`src/rtl/uart_tx_fifo.sv`:
```
// UART transmitter with an integrated transmit FIFO; frames are sent gap-free while data is queued.
// Define UART_TX_PARITY_EN to compile in the optional parity bit (parity_en/parity_odd are ignored otherwise).
module uart_tx_fifo #(
  parameter int CLK_SPEED  = 12000000,
  parameter int BAUD_RATE  = 19200,
  parameter int DATA_BITS  = 8,
  parameter int STOP_BITS  = 1,
  parameter int FIFO_DEPTH = 16,
  localparam int LW = $clog2(FIFO_DEPTH) + 1
) (
  input  logic                 clk,
  input  logic                 rst,
  input  logic                 wr_en,
  input  logic [DATA_BITS-1:0] wr_data,
  input  logic                 parity_en,
  input  logic                 parity_odd,
  output logic                 full,
  output logic                 empty,
  output logic [LW-1:0]        level,
  output logic                 overflow,
  output logic                 busy,
  output logic                 tx
);

  localparam int BIT_CYCLES  = CLK_SPEED / BAUD_RATE;
  localparam int STOP_CYCLES = STOP_BITS * BIT_CYCLES;
  localparam int CW          = $clog2(STOP_CYCLES);
  localparam int AW          = $clog2(FIFO_DEPTH);
  localparam int IW          = $clog2(DATA_BITS);

  typedef enum logic [2:0] {
    S_IDLE  = 3'd0,
    S_START = 3'd1,
    S_DATA  = 3'd2,
    S_STOP  = 3'd3
`ifdef UART_TX_PARITY_EN
    , S_PARITY = 3'd4
`endif
  } state_t;

  logic [DATA_BITS-1:0] mem_q [FIFO_DEPTH];
  logic [AW-1:0]        wr_ptr_q, rd_ptr_q;
  logic [LW-1:0]        count_q, count_d;
  logic                 full_q, empty_q, overflow_q;
  logic                 push_s, pop_s;
  logic [DATA_BITS-1:0] head_s;

  state_t               state_q;
  logic [CW-1:0]        cnt_q;
  logic [IW-1:0]        bit_q;
  logic [DATA_BITS-1:0] shift_q;
  logic                 tx_q, busy_q;
  logic                 bit_end_s, stop_end_s;

`ifdef UART_TX_PARITY_EN
  logic                 par_en_q, par_bit_q;
`else
  logic                 unused_parity_s;
  assign unused_parity_s = parity_en ^ parity_odd;
`endif

  assign push_s     = wr_en && !full_q;
  assign head_s     = mem_q[rd_ptr_q];
  assign bit_end_s  = (cnt_q == CW'(BIT_CYCLES - 1));
  assign stop_end_s = (cnt_q == CW'(STOP_CYCLES - 1));

  // Pop the head entry whenever a new frame can start: from idle or at the very end of a stop period.
  always_comb begin
    pop_s = 1'b0;
    if (!empty_q && (state_q == S_IDLE || (state_q == S_STOP && stop_end_s))) begin
      pop_s = 1'b1;
    end else begin
      pop_s = 1'b0;
    end
  end

  // Next occupancy; a simultaneous push and pop leaves it unchanged.
  always_comb begin
    count_d = count_q;
    case ({push_s, pop_s})
      2'b10:   count_d = count_q + LW'(1);
      2'b01:   count_d = count_q - LW'(1);
      default: count_d = count_q;
    endcase
  end

  // FIFO storage write port.
  always_ff @(posedge clk) begin
    if (push_s) begin
      mem_q[wr_ptr_q] <= wr_data;
    end
  end

  // FIFO pointers and registered status; flags derive from the same next count so they always agree.
  always_ff @(posedge clk) begin
    if (rst) begin
      wr_ptr_q   <= '0;
      rd_ptr_q   <= '0;
      count_q    <= '0;
      full_q     <= 1'b0;
      empty_q    <= 1'b1;
      overflow_q <= 1'b0;
    end else begin
      if (push_s) wr_ptr_q <= wr_ptr_q + AW'(1);
      if (pop_s)  rd_ptr_q <= rd_ptr_q + AW'(1);
      count_q <= count_d;
      full_q  <= (count_d == LW'(FIFO_DEPTH));
      empty_q <= (count_d == LW'(0));
      if (wr_en && full_q) overflow_q <= 1'b1;
    end
  end

  // Transmit FSM with registered line and busy outputs.
  always_ff @(posedge clk) begin
    if (rst) begin
      state_q <= S_IDLE;
      cnt_q   <= '0;
      bit_q   <= '0;
      shift_q <= '0;
      tx_q    <= 1'b1;
      busy_q  <= 1'b0;
`ifdef UART_TX_PARITY_EN
      par_en_q  <= 1'b0;
      par_bit_q <= 1'b0;
`endif
    end else begin
      // Frame settings are captured at pop time so later input changes cannot disturb it.
      if (pop_s) begin
        shift_q <= head_s;
`ifdef UART_TX_PARITY_EN
        par_en_q  <= parity_en;
        par_bit_q <= (^head_s) ^ parity_odd;
`endif
      end
      case (state_q)
        S_IDLE: begin
          cnt_q <= '0;
          bit_q <= '0;
          if (!empty_q) begin
            tx_q    <= 1'b0;
            busy_q  <= 1'b1;
            state_q <= S_START;
          end else begin
            tx_q   <= 1'b1;
            busy_q <= 1'b0;
          end
        end
        S_START: begin
          if (bit_end_s) begin
            cnt_q   <= '0;
            tx_q    <= shift_q[0];
            shift_q <= shift_q >> 1;
            state_q <= S_DATA;
          end else begin
            cnt_q <= cnt_q + CW'(1);
          end
        end
        S_DATA: begin
          if (bit_end_s) begin
            cnt_q <= '0;
            if (bit_q == IW'(DATA_BITS - 1)) begin
`ifdef UART_TX_PARITY_EN
              if (par_en_q) begin
                tx_q    <= par_bit_q;
                state_q <= S_PARITY;
              end else begin
                tx_q    <= 1'b1;
                state_q <= S_STOP;
              end
`else
              tx_q    <= 1'b1;
              state_q <= S_STOP;
`endif
            end else begin
              bit_q   <= bit_q + IW'(1);
              tx_q    <= shift_q[0];
              shift_q <= shift_q >> 1;
            end
          end else begin
            cnt_q <= cnt_q + CW'(1);
          end
        end
`ifdef UART_TX_PARITY_EN
        S_PARITY: begin
          if (bit_end_s) begin
            cnt_q   <= '0;
            tx_q    <= 1'b1;
            state_q <= S_STOP;
          end else begin
            cnt_q <= cnt_q + CW'(1);
          end
        end
`endif
        S_STOP: begin
          if (stop_end_s) begin
            cnt_q <= '0;
            bit_q <= '0;
            if (!empty_q) begin
              tx_q    <= 1'b0;
              state_q <= S_START;
            end else begin
              tx_q    <= 1'b1;
              busy_q  <= 1'b0;
              state_q <= S_IDLE;
            end
          end else begin
            cnt_q <= cnt_q + CW'(1);
          end
        end
        default: begin
          cnt_q   <= '0;
          bit_q   <= '0;
          tx_q    <= 1'b1;
          busy_q  <= 1'b0;
          state_q <= S_IDLE;
        end
      endcase
    end
  end

  assign full     = full_q;
  assign empty    = empty_q;
  assign level    = count_q;
  assign overflow = overflow_q;
  assign busy     = busy_q;
  assign tx       = tx_q;

endmodule

```
`config.mk`:
```
export PLATFORM = sky130hd
export DESIGN_NAME = uart_tx_fifo
export DESIGN_NICKNAME = d
export VERILOG_FILES = /design/src/rtl/uart_tx_fifo.sv
export SDC_FILE = /design/constraint.sdc
export NUM_CORES = 1
export LEC_CHECK = 0
export ABC_AREA = 1
export CORE_UTILIZATION = 40
export DETAILED_ROUTE_END_ITERATION = 6
export PLACE_DENSITY = 0.67
export SYNTH_ARGS = -nofsm -noshare
export SYNTH_HDL_FRONTEND = slang
export SYNTH_SLANG_ARGS = --single-unit
```
`constraint.sdc`:
```
create_clock -name clk -period 2.4 [get_ports clk]
set_input_delay 0.36 -clock clk [delete_from_list [all_inputs] [get_ports clk]]
set_output_delay 0.36 -clock clk [all_outputs]
set_load 0.01 [all_outputs]
```
Word-level counts from Yosys, hierarchy flattened
Memory sizes are Yosys's and may differ from the RTL's. A register that Yosys moved wholly into a read port is not among the register bits.
Index checks and enable logic that the tools add are counted.
{"block": "totals", "register_bits": 42, "latchBits": 0, "ram_bits": 128, "romBits": 0, "input_bits": 13, "output_inout_bits": 10, "elab_cells": 85, "memories": 1}
{"name": "mem_q", "words": 16, "word_bits": 8, "rd": 1, "rd_ports_with_merged_regs": 1, "write_ports": 1, "line_no": "41", "rtl": "logic [DATA_BITS-1:0] mem_q [FIFO_DEPTH];"}
{"block": "classes", "addsub": 6, "multipliers": 0, "div_mod_pow": 0, "magnitude_cmp": 0, "eq_ne": 15, "shift": 0, "mux": 32, "n_bitwise": 3, "reduce_logical": 16}
{"cell": "$mux 8", "n": 4}
{"cell": "$mux 3", "n": 8}
{"cell": "$pmux 8 s2", "n": 1}
{"cell": "$ne 2x2->1 const B", "n": 7}
{"cell": "$mux 1", "n": 12}
{"cell": "$pmux 3 s4", "n": 1}
{"cell": "$add 10x1->10 const B", "n": 1}
{"cell": "$eq 10x10->1 const B", "n": 1}
{"cell": "$pmux 5 s2", "n": 1}
{"cell": "$pmux 3 s3", "n": 1}
{"cell": "$add 4x1->4 const B", "n": 2}
{"cell": "$mux 4", "n": 2}
{"cell": "$eq 3x2->1 const B", "n": 2}
{"cell": "$reduce_and 3->1", "n": 2}
{"cell": "$reduce_or 3->1", "n": 2}
{"cell": "$add 5x1->5 const B", "n": 1}
{"cell": "$eq 5x5->1 const B", "n": 1}
{"cell": "$logic_not 5->1", "n": 1}
{"cell": "$reduce_and 5->1", "n": 1}
{"cell": "$sub 5x1->5 const B", "n": 1}
{"cell": "$logic_and 1x1->1", "n": 4}
{"cell": "$pmux 1 s4", "n": 1}
{"cell": "$reduce_and 4->1", "n": 1}
{"cell": "$add 3x1->3 const B", "n": 1}
{"cell": "10 further kinds", "n": 13}

Depth between registers and ports, before layout
Gate-level depths: netlist (run 1).
{"block": "logic_depth", "depth_word": 9, "ltp_mapped": 19, "ltp_nobuf": 18}

Worst setup path after synthesis (run 1)
No wires, ideal clock.
{"block": "synth_timing", "path_type": "register to register", "startpoint": "reg state_q[0]", "endpoint": "reg full_q, in the netlist full", "setup_time_ps": 120, "arrival_time_ps": 2318, "required_ps": 2280, "slack_ps": -38, "stages_incl_launch_ff": 17, "path_buffers": 1, "period_less_slack_ps": 2438, "path_cell_list": "dfxtp_1 ha_1 inv_1 nor2_1 nand4_1 nand2_2 buf_2 ha_1 xor2_1 ha_1 inv_1 nand2_1 nand3_1 nand3b_1 a21oi_1 o21ai_0 nor2_1"}
{"block": "synth_via", "elab_chain_len": 8, "word_cells_on_any_way": 10, "cone_classes": "4 x eq/ne; 2 x mux; 4 x reduce/logical"}
{"element": "start, declared", "line_no": "48", "rtl": "state_t state_q;"}
{"element": "start signal, assigned", "line_no": "116", "rtl": "state_q <= S_IDLE;"}
{"element": "start signal, assigned", "line_no": "142", "rtl": "state_q <= S_START;"}
{"element": "start signal, assigned", "line_no": "153", "rtl": "state_q <= S_DATA;"}
{"element": "$eq 3x2->1", "line_no": "70", "rtl": "if (!empty_q && (state_q == S_IDLE || (state_q == S_STOP && stop_end_s))) begin"}
{"element": "$logic_and 1x1->1", "line_no": "70"}
{"element": "$logic_or 1x1->1 *", "line_no": "70"}
{"element": "$logic_and 1x1->1 *", "line_no": "70"}
{"element": "$mux 1 *", "line_no": "70"}
{"element": "$eq 2x1->1 / $eq 2x2->1 (equally long branches)", "line_no": "80", "rtl": "case ({push_s, pop_s})"}
{"element": "$pmux 5 s2 *", "line_no": "80"}
{"element": "$eq 5x5->1 *", "line_no": "107", "rtl": "full_q <= (count_d == LW'(FIFO_DEPTH));"}
{"element": "end signal, assigned", "line_no": "107"}
{"element": "end, declared", "line_no": "44", "rtl": "logic full_q, empty_q, overflow_q;"}
Every way passes the cells marked *; elsewhere a longest branch is shown, timed or not.
A chain may end at the register's enable or synchronous reset.

Worst setup path in the final report (run 1)
{"block": "layout_timing", "startpoint": "reg cnt_q[1]", "endpoint": "reg full_q, in the netlist full"}
{"block": "layout_via", "elab_chain_len": 8, "word_cells_on_any_way": 9, "cone_classes": "4 x eq/ne; 2 x mux; 3 x reduce/logical"}
{"element": "start, declared", "line_no": "49", "rtl": "logic [CW-1:0] cnt_q;"}
{"element": "start signal, assigned", "line_no": "155", "rtl": "cnt_q <= cnt_q + CW'(1);"}
{"element": "start signal, assigned", "line_no": "180", "rtl": "cnt_q <= cnt_q + CW'(1);"}
{"element": "start signal, assigned", "line_no": "207", "rtl": "cnt_q <= cnt_q + CW'(1);"}
{"element": "$eq 10x10->1 *", "line_no": "65", "rtl": "assign stop_end_s = (cnt_q == CW'(STOP_CYCLES - 1));"}
{"element": "$logic_and 1x1->1 *", "line_no": "70"}
{"element": "$logic_or 1x1->1 *", "line_no": "70"}
{"element": "$logic_and 1x1->1 *", "line_no": "70"}
{"element": "$mux 1 *", "line_no": "70"}
{"element": "$eq 2x1->1 / $eq 2x2->1 (equally long branches)", "line_no": "80"}
{"element": "$pmux 5 s2 *", "line_no": "80"}
{"element": "$eq 5x5->1 *", "line_no": "107"}
Marked as above.

==> impl_metrics.json, run 1 <==
{
  "synth.top_cells.by_count": "nand2_1 (164), edfxtp_1 (128), nor2_1 (110)",
  "crit_path_end_kind": "flop",
  "wl_per_cell_um": 14.7,
  "ys_ff_latch": 173,
  "worst_slew_pin_slew_ns": 0.645,
  "syn_area_mm2": 0.00750,
  "worst_slack_ns": 0.156,
  "vias": 5260,
  "critical_path_class": "reg2reg",
  "use_met2_pct": 26.3,
  "nets": 838,
  "area_growth_pct": 17.2,
  "period_share_pct": 93.5,
  "final_cells": 1049,
  "drtIter0Drc": 346,
  "cts_root_buffer": "clkbuf_16",
  "hpwlAfterDp_um": 9730,
  "grt_util_all_layers_pct": 16.7,
  "port-buffer-count": 20,
  "synth_cell_types": 38,
  "grt_pass1_wl_um": 24700,
  "yosysTopAreaCellShare_pct": 51.2,
  "power.leakage_nw": 3.44,
  "start_util_pct": 41.4,
  "synth_fp_nets": 791,
  "hold_slack_ns": 0.457,
  "design_area_mm2": 0.00879,
  "grt.busiest_layer": "met2",
  "peakVddDrop_mv": 0.675,
  "synth_warnings": 0,
  "synth_area_leaders": "edfxtp_1 (51%), dfxtp_1 (12%), nand2_1 (8.2%), nor2_1 (5.5%), nand3_1 (5.4%)",
  "synth_area_leader_cell": "edfxtp_1",
  "first_global_vias": 4859,
  "via_per_inst": 5.01,
  "cts.sink_count": 173,
  "fillers": 1638,
  "outcome": "completed",
  "totalWireLength_um": 15400,
  "critPathMaxFanout": 3,
  "cp.arrival_ns": 2.56,
  "cts_tree": "yes",
  "finalMaxSlewViolations": 0,
  "hp-class": "reg2reg",
  "r2r_cells": 16,
  "drc": 0,
  "grt.overflow.total": 0,
  "async_reset_ff_share_pct": 0,
  "crit_end": "full$_SDFF_PP0_",
  "die_x_um": 139,
  "skew_ns": 0.00999,
  "post-place-ws_ns": -0.106,
  "die_height_um": 139,
  "rows": 49,
  "synth-edff-count": 128,
  "total_power_w": 0.00922,
  "worstPathRequired_ns": 2.72,
  "relSlewSlack_pct": 56.8,
  "io_pins": 23,
  "r2r_end": "full$_SDFF_PP0_",
  "htreeDepth": 4,
  "core_area_mm2": 0.0181,
  "min_period_ns": 2.24,
  "grt_max_degree": 65,
  "met3_usage_pct": 3.90,
  "synth_seq_area_share_pct": 63.2,
  "cts_hold_buf": 0,
  "firstDrtPassIters": 7,
  "antennaDiodeCount": 0,
  "p_per_area_mw_per_mm2": 1050,
  "r2r_setup_slack_ns": 0.16,
  "max_freq_mhz": 446,
  "clk_pin_slew_worst_paths_ns": 0.06,
  "grtUsageMet1_pct": 22.3,
  "cts_buffers": 17,
  "dieArea_mm2": 0.0193,
  "start_kind": "flop",
  "finalHoldViolCount": 0,
  "yosys_most_used_dff": "edfxtp_1",
  "grt_antenna_before_repair": 0,
  "synth_cells": 760,
  "avgSynthCellArea_um2": 9.87,
  "place_inst": 1015,
  "clockBufferDepth": 2,
  "final_antenna_net_count": 0,
  "startpoint": "cnt_q[1]$_SDFF_PP0_",
  "maxCapViolations": 0,
  "r2r-start": "cnt_q[1]$_SDFF_PP0_",
  "layout-drive-gt1-share_pct": 11.3,
  "setup_violations": 0,
  "clk_latency_ns": 0.43,
  "gp_congestion": 0.772,
  "place_area_mm2": 0.00816,
  "yosysMostFrequentCell": "nand2_1"
}
-- critical path: stages, from the launching register on --
cell and delay (ns):
dfxtp_2 0.33, inv_1 0.05, ha_1 0.13, nand2_1 0.06
nor2_2 0.15, nand4_1 0.12, nand2_2 0.12, ha_4 0.18
xor2_2 0.16, ha_1 0.17, inv_1 0.04, nand2_2 0.08
nand3_2 0.09, nand3b_1 0.12, a21oi_1 0.07, o21ai_0 0.21
nor2_1 0.06
-- how the worst min path moves through the flow --
stage / from / endpoint / slack, ns / depth (start not counted)
floorplan: cnt_q[0]$_SDFF_PP0_ / cnt_q[0]$_SDFF_PP0_ / 0.43 / 1
global placement: shift_q[7]$_SDFF_PP0_ / shift_q[6]$_SDFF_PP0_ / 0.45 / 2
detailed placement: shift_q[7]$_SDFF_PP0_ / shift_q[6]$_SDFF_PP0_ / 0.45 / 2
CTS: shift_q[7]$_SDFF_PP0_ / shift_q[6]$_SDFF_PP0_ / 0.46 / 2
global route: shift_q[7]$_SDFF_PP0_ / shift_q[6]$_SDFF_PP0_ / 0.47 / 2
finish: shift_q[7]$_SDFF_PP0_ / shift_q[6]$_SDFF_PP0_ / 0.46 / 2
-- stage by stage --
step,TNS (ns),utilization [%]
3_3_place_gp,-0.178,45.0
6_report,0,48.4
3_5_place_dp,-0.319,45.0
5_1_grt,-0.0496,48.4
4_1_cts,0,48.1
2_1_floorplan,0,-
-- registers in the layout (all words and copies together) (netlist names), 2 cells and up, named ones only --
signal / count
bit_q: 3
cnt_q: 10
level: 5
mem_q: 128
rd_ptr_q: 4
shift_q: 8
state_q: 2
wr_ptr_q: 4
-- logic make-up after synthesis --
| family | count (synthesis) | share of synthesized area [%] |
|---|---|---|
| simple gates | 384 | 21.7 |
| flops | 173 | 63.2 |
| buf+inv | 97 | 5.15 |
| compound gates | 81 | 6.05 |
| fa+ha+maj | 18 | 3.00 |
| xor+xnor | 6 | 0.700 |
| mux | 1 | 0.133 |
-- final cells by class --
type / instances / area [um^2] / share of cell area (%)
Inverter: 69 / 259 / 2.95
Multi-Input combinational cell: 490 / 2420 / 27.5
Clock inverter: 15 / 146 / 1.67
Clock buffer: 17 / 425 / 4.84
Tap cell: 229 / 287 / 3.26
Timing Repair Buffer: 56 / 508 / 5.78
Sequential cell: 173 / 4750 / 54.0
-- per-layer routing --
metal	wire (um)	vias up
met3	780	28
met5	0	-
li1	-	2628
met1	6980	2471
met4	331	0
met2	7300	133
-- placed cells by master (no fill, tap or decap), drive strengths merged, types with 18 or more instances in the layout --
| cell type | n |
|---|---|
| a21oi | 25 |
| buf | 36 |
| nand3 | 84 |
| nand2 | 165 |
| edfxtp | 128 |
| o21ai | 42 |
| ha | 18 |
| clkdlybuf4s50 | 20 |
| inv | 71 |
| dfxtp | 45 |
| nor2 | 113 |
-- power by group --
| part | switching, W | total, W | internal, W |
|---|---|---|---|
| Combinational | 0.00181 | 0.00294 | 0.00113 |
| Clock | 0.00112 | 0.00265 | 0.00153 |
| Sequential | 0.000165 | 0.00363 | 0.00346 |
| Total | 0.00310 | 0.00922 | 0.00613 |
-- repair_timing --
item                                    in CTS  in global routing
resized for setup                            0                 12
endpoints found under the setup margin       0                  5
buffers inserted                             0                  2
No activity file was read; power rests on OpenSTA's default activity.
==> run 2, diff against run 1 <==
--- a/config.mk
+++ b/config.mk
@@ -8,7 +8,8 @@
 export ABC_AREA = 1
 export CORE_UTILIZATION = 40
 export DETAILED_ROUTE_END_ITERATION = 6
-export PLACE_DENSITY = 0.67
+export GPL_ROUTABILITY_DRIVEN = 0
+export PLACE_DENSITY = 0.65
 export SYNTH_ARGS = -nofsm -noshare
 export SYNTH_HDL_FRONTEND = slang
 export SYNTH_SLANG_ARGS = --single-unit
==> constraint.sdc (replaced) <==
create_clock -name clk -period 2.5 [get_ports clk]
set_input_delay 0.375 -clock clk [delete_from_list [all_inputs] [get_ports clk]]
set_output_delay 0.375 -clock clk [all_outputs]
set_load 0.01 [all_outputs]
==> impl_metrics.json, run 2 (synthesis results as in run 1) <==
{
  "critical_path_class": "reg2reg",
  "path_common_cell": "inv_1",
  "antennaDiodeCount": 0,
  "clock_power_share_pct": 28.3,
  "cts_hold_buf": 0,
  "reg_top3": "mem_q (128), cnt_q (10), shift_q (8)",
  "r2r_cells": 16,
  "finalHoldViolCount": 0,
  "crit_family": "simple AND/OR/NAND/NOR gates",
  "rows": 49,
  "pwr-share-comb_pct": 31.4,
  "worstPathRequired_ns": 2.82,
  "cts_buffers": 17,
  "skew_ns": 0.00608,
  "final_cell_mix": "nand2_1 (164), edfxtp_1 (128), nor2_1 (108)",
  "hp-class": "reg2reg",
  "clockBufferDepth": 2,
  "largest_reg_flops": 128,
  "critPathMaxStageDelay_ns": 0.33,
  "final_antenna_net_count": 0,
  "cp.arrival_ns": 2.60,
  "timing.critical_path.buf_inv": 3,
  "max_freq_mhz": 439,
  "nets": 839,
  "htreeDepth": 4,
  "cts_root_buffer": "clkbuf_16",
  "post-place-ws_ns": -0.0527,
  "port-buffer-count": 20,
  "relSlewSlack_pct": 52.0,
  "setup_violations": 0,
  "clk_latency_ns": 0.43,
  "clk_pin_slew_worst_paths_ns": 0.06,
  "drtIter0Drc": 368,
  "die_height_um": 139,
  "worst_slew_pin_slew_ns": 0.720,
  "crit_path_end_kind": "flop",
  "mostFrequentLayoutCell": "nand2_1",
  "top_register": "mem_q",
  "vias": 5224,
  "hpwlAfterDp_um": 9870,
  "total_power_w": 0.00866,
  "cts_tree": "yes",
  "cp_num_cells": 16,
  "drc": 0,
  "path_cells": "inv_1 -> ha_1 -> nand2_1 -> nor2_2 -> nand4_1 -> nand2_2 -> ha_4 -> xor2_2 -> ha_1 -> inv_1 -> nand2_1 -> nand3_1 -> nand3b_1 -> a21oi_1 -> o21ai_0 -> inv_1",
  "netSwitchingPower_w": 0.00297,
  "cts.sink_count": 173,
  "die_x_um": 139,
  "totalWireLength_um": 15800,
  "io_pins": 23,
  "wl_per_cell_um": 15.1,
  "via_per_inst": 4.98,
  "outcome": "completed",
  "finalMaxSlewViolations": 0,
  "fillers": 1663,
  "grt_max_degree": 65,
  "power.leakage_nw": 3.43,
  "peakVddDrop_mv": 0.511,
  "grt_antenna_before_repair": 0,
  "period_share_pct": 91.1,
  "maxCapViolations": 0,
  "worst_slack_ns": 0.223,
  "firstDrtPassIters": 7,
  "start_util_pct": 41.4,
  "start_kind": "flop",
  "dieArea_mm2": 0.0193,
  "crit_slowest_cell": "dfxtp_2",
  "min_period_ns": 2.28,
  "whs_path_depth": 2,
  "first_global_vias": 4904,
  "pwr-share-seq_pct": 40.2,
  "layout-drive-gt1-share_pct": 11.2,
  "core_area_mm2": 0.0181,
  "power.internal_w": 0.00569,
  "critPathMaxFanout": 3,
  "grt.overflow.total": 0,
  "grt_util_all_layers_pct": 17.3,
  "switching_share_pct": 34.3,
  "p_per_area_mw_per_mm2": 993,
  "grt_pass1_wl_um": 25500,
  "area_growth_pct": 16.2
}
[run 2: cell types whose count changed in the layout (fill, tap and decap cells not counted), sizes merged]
| cell | delta |
|---|---|
| buf | +1 |
| bufinv | -1 |
| clkinv | +2 |
| inv | -1 |
[run 2: final cells by class]
class	instances	area [um^2]	share of cell area (%)
clock buffer	17	425	4.88
clock inverter	15	124	1.42
sequential	173	4750	54.5
inverter	69	259	2.97
timing repair buffer	57	478	5.48
tap	229	287	3.29
multi-input combinational	490	2400	27.5
[run 2: worst paths after layout]
path	start	end	slack (ns)
worst max-delay path	cnt_q[0]$_SDFF_PP0_	level[4]$_SDFF_PP0_	0.22
worst min-delay path	shift_q[5]$_SDFF_PP0_	shift_q[4]$_SDFF_PP0_	0.46
worst max register to register	cnt_q[0]$_SDFF_PP0_	level[4]$_SDFF_PP0_	0.22
worst min register to register	shift_q[5]$_SDFF_PP0_	shift_q[4]$_SDFF_PP0_	0.46
[run 2: routing by layer]
layer	track usage, %	vias to the layer above	share of wire (%)
li1	-	2634	-
met5	0	-	0
met3	3.90	29	3.6
met2	28.7	89	48
met1	21.7	2472	46
met4	7.19	0	2.4
[run 2: worst reg2reg max path: stages (launching register included)]
cell,delay [ns]
dfxtp_2,0.33
inv_1,0.05
ha_1,0.14
nand2_1,0.06
nor2_2,0.13
nand4_1,0.11
nand2_2,0.15
ha_4,0.18
xor2_2,0.16
ha_1,0.17
inv_1,0.04
nand2_1,0.08
nand3_1,0.11
nand3b_1,0.12
a21oi_1,0.07
o21ai_0,0.21
inv_1,0.07
[run 2: repair_timing]
action / in CTS / in global routing
gates resized for setup: 0 / 9
endpoints found under the setup margin: 0 / 5
setup buffers: 0 / 4
[run 2: power groups by stage]
stage / clock, W / combinational, W / sequential, W
global route: 0.00260 / 0.00307 / 0.00351
floorplan: 0 / 0.00188 / 0.00352
CTS: 0.00249 / 0.00268 / 0.00348
finish: 0.00245 / 0.00272 / 0.00348
detailed placement: 0 / 0.00267 / 0.00354
global placement: 0 / 0.00263 / 0.00353
[run 2: through the flow]
step	instances	instance area [um^2]	hold slack [ns]	utilization (%)	TNS, ns
2_1_floorplan	760	7500	0.430	-	0
3_3_place_gp	1014	8110	0.446	44.7	-0.0831
3_5_place_dp	1014	8110	0.451	44.7	-0.143
4_1_cts	1046	8660	0.457	47.7	0
5_1_grt	1050	8720	0.480	48.1	-0.0129
6_report	1050	8720	0.456	48.1	0
==> run 3, diff against run 2 <==
--- a/config.mk
+++ b/config.mk
@@ -6,7 +6,9 @@
 export NUM_CORES = 1
 export LEC_CHECK = 0
 export ABC_AREA = 1
+export CAP_MARGIN = 10
 export CORE_UTILIZATION = 40
+export CTS_CLUSTER_DIAMETER = 60
 export DETAILED_ROUTE_END_ITERATION = 6
 export GPL_ROUTABILITY_DRIVEN = 0
 export PLACE_DENSITY = 0.65
==> results of run 3 <==
The final DEF is identical to that of run 2; final timing and power are the same.
